==> src/rtl/mips_load_wb.sv <==
// Load writeback unit: accepts one load at a time, waits for the memory read
// response, then aligns/extends the word and drives the register file write port.
module mips_load_wb (
    input  logic        clock,
    input  logic        reset,
    input  logic        req_valid,
    output logic        req_ready,
    input  logic [2:0]  req_op,
    input  logic [1:0]  req_alo,
    input  logic [4:0]  req_rd,
    input  logic        mem_valid,
    input  logic [31:0] mem_data,
    input  logic [4:0]  rs,
    input  logic [4:0]  rt,
    output logic        stall,
    output logic        aerr,
    output logic [4:0]  rd,
    output logic [3:0]  we,
    output logic [31:0] D
);

    typedef enum logic [1:0] {
        S_IDLE,
        S_WAIT,
        S_WB
    } state_t;

    typedef enum logic [2:0] {
        OP_LB  = 3'b000,
        OP_LH  = 3'b001,
        OP_LWL = 3'b010,
        OP_LW  = 3'b011,
        OP_LBU = 3'b100,
        OP_LHU = 3'b101,
        OP_LWR = 3'b110,
        OP_ILL = 3'b111
    } op_t;

    state_t      state;
    state_t      state_next;
    op_t         op_q;
    op_t         req_op_n;
    logic [1:0]  alo_q;
    logic [4:0]  pend_rd;
    logic        accept;
    logic        misaligned;
    logic [31:0] shr_data;
    logic [31:0] shl_data;
    logic [3:0]  we_next;
    logic [31:0] d_next;

    assign req_ready = (state == S_IDLE) || (state == S_WB);
    assign accept    = req_valid && req_ready;

    assign stall = ((state == S_WAIT) || (state == S_WB)) && (pend_rd != 5'd0) &&
                   ((rs == pend_rd) || (rt == pend_rd));

    always_comb begin
        req_op_n = op_t'(req_op);
        if (req_op_n == OP_ILL) begin
            req_op_n = OP_LW;
        end
        misaligned = 1'b0;
        if ((req_op_n == OP_LH) || (req_op_n == OP_LHU)) begin
            misaligned = req_alo[0];
        end else if (req_op_n == OP_LW) begin
            misaligned = (req_alo != 2'd0);
        end
    end

    always_comb begin
        state_next = state;
        case (state)
            S_IDLE:  if (accept && !misaligned) state_next = S_WAIT;
            S_WAIT:  if (mem_valid) state_next = S_WB;
            S_WB:    state_next = (accept && !misaligned) ? S_WAIT : S_IDLE;
            default: state_next = S_IDLE;
        endcase
    end

    // LWL shifts left by 3-a bytes; ~alo_q is exactly 3-a for a 2-bit offset.
    always_comb begin
        shr_data = mem_data >> {alo_q, 3'b000};
        shl_data = mem_data << {~alo_q, 3'b000};
        we_next  = 4'b1111;
        d_next   = mem_data;
        case (op_q)
            OP_LB:   d_next = {{24{shr_data[7]}}, shr_data[7:0]};
            OP_LBU:  d_next = {24'd0, shr_data[7:0]};
            OP_LH:   d_next = {{16{shr_data[15]}}, shr_data[15:0]};
            OP_LHU:  d_next = {16'd0, shr_data[15:0]};
            OP_LWL: begin
                d_next  = shl_data;
                we_next = 4'b1111 << ~alo_q;
            end
            OP_LWR: begin
                d_next  = shr_data;
                we_next = 4'b1111 >> alo_q;
            end
            default: d_next = mem_data;
        endcase
        if (pend_rd == 5'd0) begin
            we_next = '0;
        end
    end

    always_ff @(posedge clock) begin
        if (reset) begin
            state   <= S_IDLE;
            op_q    <= OP_LW;
            alo_q   <= '0;
            pend_rd <= '0;
            rd      <= '0;
            we      <= '0;
            D       <= '0;
            aerr    <= 1'b0;
        end else begin
            state <= state_next;
            aerr  <= accept && misaligned;
            we    <= '0;
            if (accept) begin
                op_q    <= req_op_n;
                alo_q   <= req_alo;
                pend_rd <= req_rd;
            end
            if ((state == S_WAIT) && mem_valid) begin
                rd <= pend_rd;
                we <= we_next;
                D  <= d_next;
            end
        end
    end

endmodule

==> config.mk <==
export PLATFORM = sky130hd
export DESIGN_NAME = mips_load_wb
export DESIGN_NICKNAME = d
export VERILOG_FILES = /design/src/rtl/mips_load_wb.sv
export SDC_FILE = /design/constraint.sdc
export NUM_CORES = 1
export LEC_CHECK = 0
export CORE_ASPECT_RATIO = 1.25
export CORE_MARGIN = 2
export CORE_UTILIZATION = 48
export CTS_BUF_LIST = sky130_fd_sc_hd__clkbuf_8 sky130_fd_sc_hd__clkbuf_16
export CTS_CLUSTER_SIZE = 10
export DETAILED_ROUTE_END_ITERATION = 12
export GPL_TIMING_DRIVEN = 0
export PLACE_DENSITY = 0.77
export SLEW_MARGIN = 15
export SYNTH_ARGS = -nofsm -noshare
export SYNTH_HDL_FRONTEND = slang
export SYNTH_SLANG_ARGS = --single-unit
==> constraint.sdc <==
create_clock -name clock -period 1.9 [get_ports clock]
set_input_delay 0.38 -clock clock [delete_from_list [all_inputs] [get_ports clock]]
set_output_delay 0.38 -clock clock [all_outputs]
set_load 0.01 [all_outputs]
==> impl_metrics.env <==
export IMPL_startpoint_type="flip-flop"
export IMPL_dieArea_um2=7677
export IMPL_netlist_instances=403
export IMPL_grt_overflow=0
export IMPL_die_y_um=97.47
export IMPL_grt_pass1_wl_um=18980
export IMPL_cp_required_ps=1520
export IMPL_ys_seq_area_frac=0.3223
export IMPL_clkPwrFrac=0.257
export IMPL_status="completed"
export IMPL_irDropWorstVdd_uv=452.9
export IMPL_htree_levels=2
export IMPL_fmax_mhz=534.6
export IMPL_min_path_type="in -> reg"
export IMPL_io_pins=100
export IMPL_drcViolationCount=0
export IMPL_grt_max_degree=16
export IMPL_cts_sinks=54
export IMPL_syn_avg_cell_area_um2=8.324
export IMPL_ys_seq_elements=54
export IMPL_skew_ps=7.523
export IMPL_dieWidth_um=78.77
export IMPL_swShare=0.3294
export IMPL_crit_path_max_fanout=3
export IMPL_place_ws_ps=-577.7
export IMPL_p_int_mw=2.134
export IMPL_initial_core_util=0.4898
export IMPL_wl_um=12340
export IMPL_cts_clk_slew_worst_paths_ps=100
export IMPL_critical_path_buf_inv_count=2
export IMPL_p_leak_nw=1.769
export IMPL_core_um2=6849
export IMPL_final_cell_mix="87 x clkdlybuf4s50_1, 67 x nand2_1, 51 x dfxtp_1, 28 x a21oi_1, 27 x o21ai_0"
export IMPL_slowest_delay_ps=360
export IMPL_hold_violations=0
export IMPL_drv_cap=0
export IMPL_layout_commonest_cell="clkdlybuf4s50_1"
export IMPL_grt_usage=0.3170
export IMPL_netSwitchingPower_mw=1.048
export IMPL_cpMaxStageDelayCell="dfxtp_4"
export IMPL_first_iter_violations=431
export IMPL_setup_viol=0
export IMPL_synth_top_cell_area_share=0.3223
export IMPL_yosys_top_cells_area="dfxtp_1 32%, nand2_1 7.5%, mux2i_1 7.2%"
export IMPL_core_rowCount=34
export IMPL_power_frac_comb=0.345
export IMPL_synth_nets=464
export IMPL_wl_per_cell_um=20.33
export IMPL_syn_area_um2=3354
export IMPL_yosys_warnings=0
export IMPL_diodes=0
export IMPL_crit_arrival_ps=1490
export IMPL_synth_largest_area_cell="dfxtp_1"
export IMPL_root_buffer="clkbuf_8"
export IMPL_area_growth_pct=41.96
export IMPL_crit_type="reg -> out"
export IMPL_worstMarginPinSlew_ps=757.4
export IMPL_power_density_nw_per_um2=668.3
export IMPL_reg2reg_slack_ps=70
export IMPL_cp_cell_sequence="buf_4, ha_1, or2_2, clkdlybuf4s15_2"
export IMPL_first_pass_iters=7
export IMPL_place_congestion=0.9124
export IMPL_io_buffer_count=98
export IMPL_stdcell_area_um2=4762
export IMPL_via_count=3805
export IMPL_postRouteAntennaNets=0
export IMPL_cts_tree="yes"
export IMPL_grt_pass1_vias=3611
export IMPL_antenna_found_initial=0
export IMPL_cp_top_family="flip-flops"
export IMPL_clockBufferDepth=2
export IMPL_seqPwrFrac=0.397
export IMPL_fin_ws_ps=29.30
export IMPL_period_share=0.9846
export IMPL_synth_cell_types=44
export IMPL_fin_nets=578
export IMPL_fin_crit_ps=1871
export IMPL_drv_slew=0
export IMPL_relSlewSlack=0.4932
export IMPL_cts_buffers=5
export IMPL_dpl_instance_area_um2=4448
export IMPL_via_per_inst=6.269
export IMPL_dp_hpwl_um=8977
export IMPL_cp_end_kind="primary output"
export IMPL_drive_gt1_frac=0.1335
export IMPL_clk_latency_ps=310
## metal layers
layer	up-vias	track usage	routed length [um]
met5	-	0	0
met4	0	0.1026	294
met3	31	0.06041	1099
met2	241	0.5233	5854
met1	1773	0.4136	5090
li1	1760	-	-
## final timing paths
path                            startpoint    endpoint  cells past startpoint
worst min-delay path                 reset  pend_rd[1]                      2
worst max-delay path              state[1]   req_ready                      4
worst max register to register    alo_q[1]       D[26]                      6
worst min register to register       rd[4]       rd[4]                      2
## Yosys cell counts
cell type	instances
inv_1	6
a21o_1	7
o211a_1	8
nor3b_2	1
a21boi_4	1
nor2_1	17
and2_0	1
a21oi_1	29
and3b_1	2
o21ai_0	27
dfxtp_1	54
clkbuf_2	1
mux2_2	8
o21ai_1	1
a31oi_1	1
buf_2	4
and2_1	6
nor3_1	9
ha_1	5
a32oi_1	15
mux4_2	1
o21a_1	1
nor4bb_1	1
nand2b_1	3
o31a_4	1
xor2_1	6
buf_4	1
mux2i_1	24
nand3_1	7
buf_1	1
or2_2	1
buf_6	2
clkbuf_1	22
a41oi_2	1
nor2b_1	8
o221ai_1	16
xnor2_1	4
a222oi_1	8
a221oi_1	9
a2bb2oi_1	8
a41oi_1	6
nand2_1	67
o211ai_1	1
o31ai_1	1
## through the flow
step                      hold slack, ps  total power [mW]  std cells  setup TNS [ps]    util
after floorplan                    467.7             1.842        403               0       -
after global placement             434.4             2.271        591          -15130  0.6494
after detailed placement           443.1             2.285        591          -15720  0.6494
after CTS                          443.8             3.115        604          -31.97  0.6754
after global routing               491.4             3.303        607          -18.60  0.6953
final                              451.5             3.182        607               0  0.6953
## cells by family after synthesis
group	Yosys count	synth area share
buffers and inverters	37	0.04886
XOR/XNOR	10	0.02611
flip-flops	54	0.3223
AND/OR/NAND/NOR	123	0.1652
adder cells (fa/ha/maj)	5	0.01865
multiplexers	33	0.1052
AO/OA/AOI/OAI	141	0.3137
## flip-flops by register name, indices dropped and copies added, names as in the netlist
signal,flops
rd,5
op_q,3
we,4
state,2
pend_rd,5
aerr,1
D,32
alo_q,2
## cell type report
type	instances	area, um^2
Multi-Input combinational cell	312	2186
Fill cell	584	2087
Sequential cell	54	1090
Timing Repair Buffer	109	1079
Buffer	29	160.2
Tap cell	90	112.6
Clock buffer	6	82.58
Clock inverter	1	30.03
Inverter	6	22.52
## worst register-to-register path, stage by stage (launching register included)
cell and delay [ps]:
dfxtp_1 380, clkbuf_4 240, buf_6 210, mux2i_1 270
mux2i_1 200, a222oi_1 330, a21oi_1 100
## power by group through the flow
stage	clock network, mW	logic (mW)	registers (mW)
after floorplan	0	0.540	1.30
after global placement	0	0.985	1.29
after detailed placement	0	0.997	1.29
after CTS	0.828	1.02	1.26
after global routing	0.864	1.17	1.27
final	0.819	1.10	1.26
## repair_timing
action,CTS,global route
setup buffers,6,5
gates resized for setup,16,49
hold buffers,0,0
pin swaps,3,4
endpoints found under the setup margin,29,44
(Power assumes the default switching activity.)
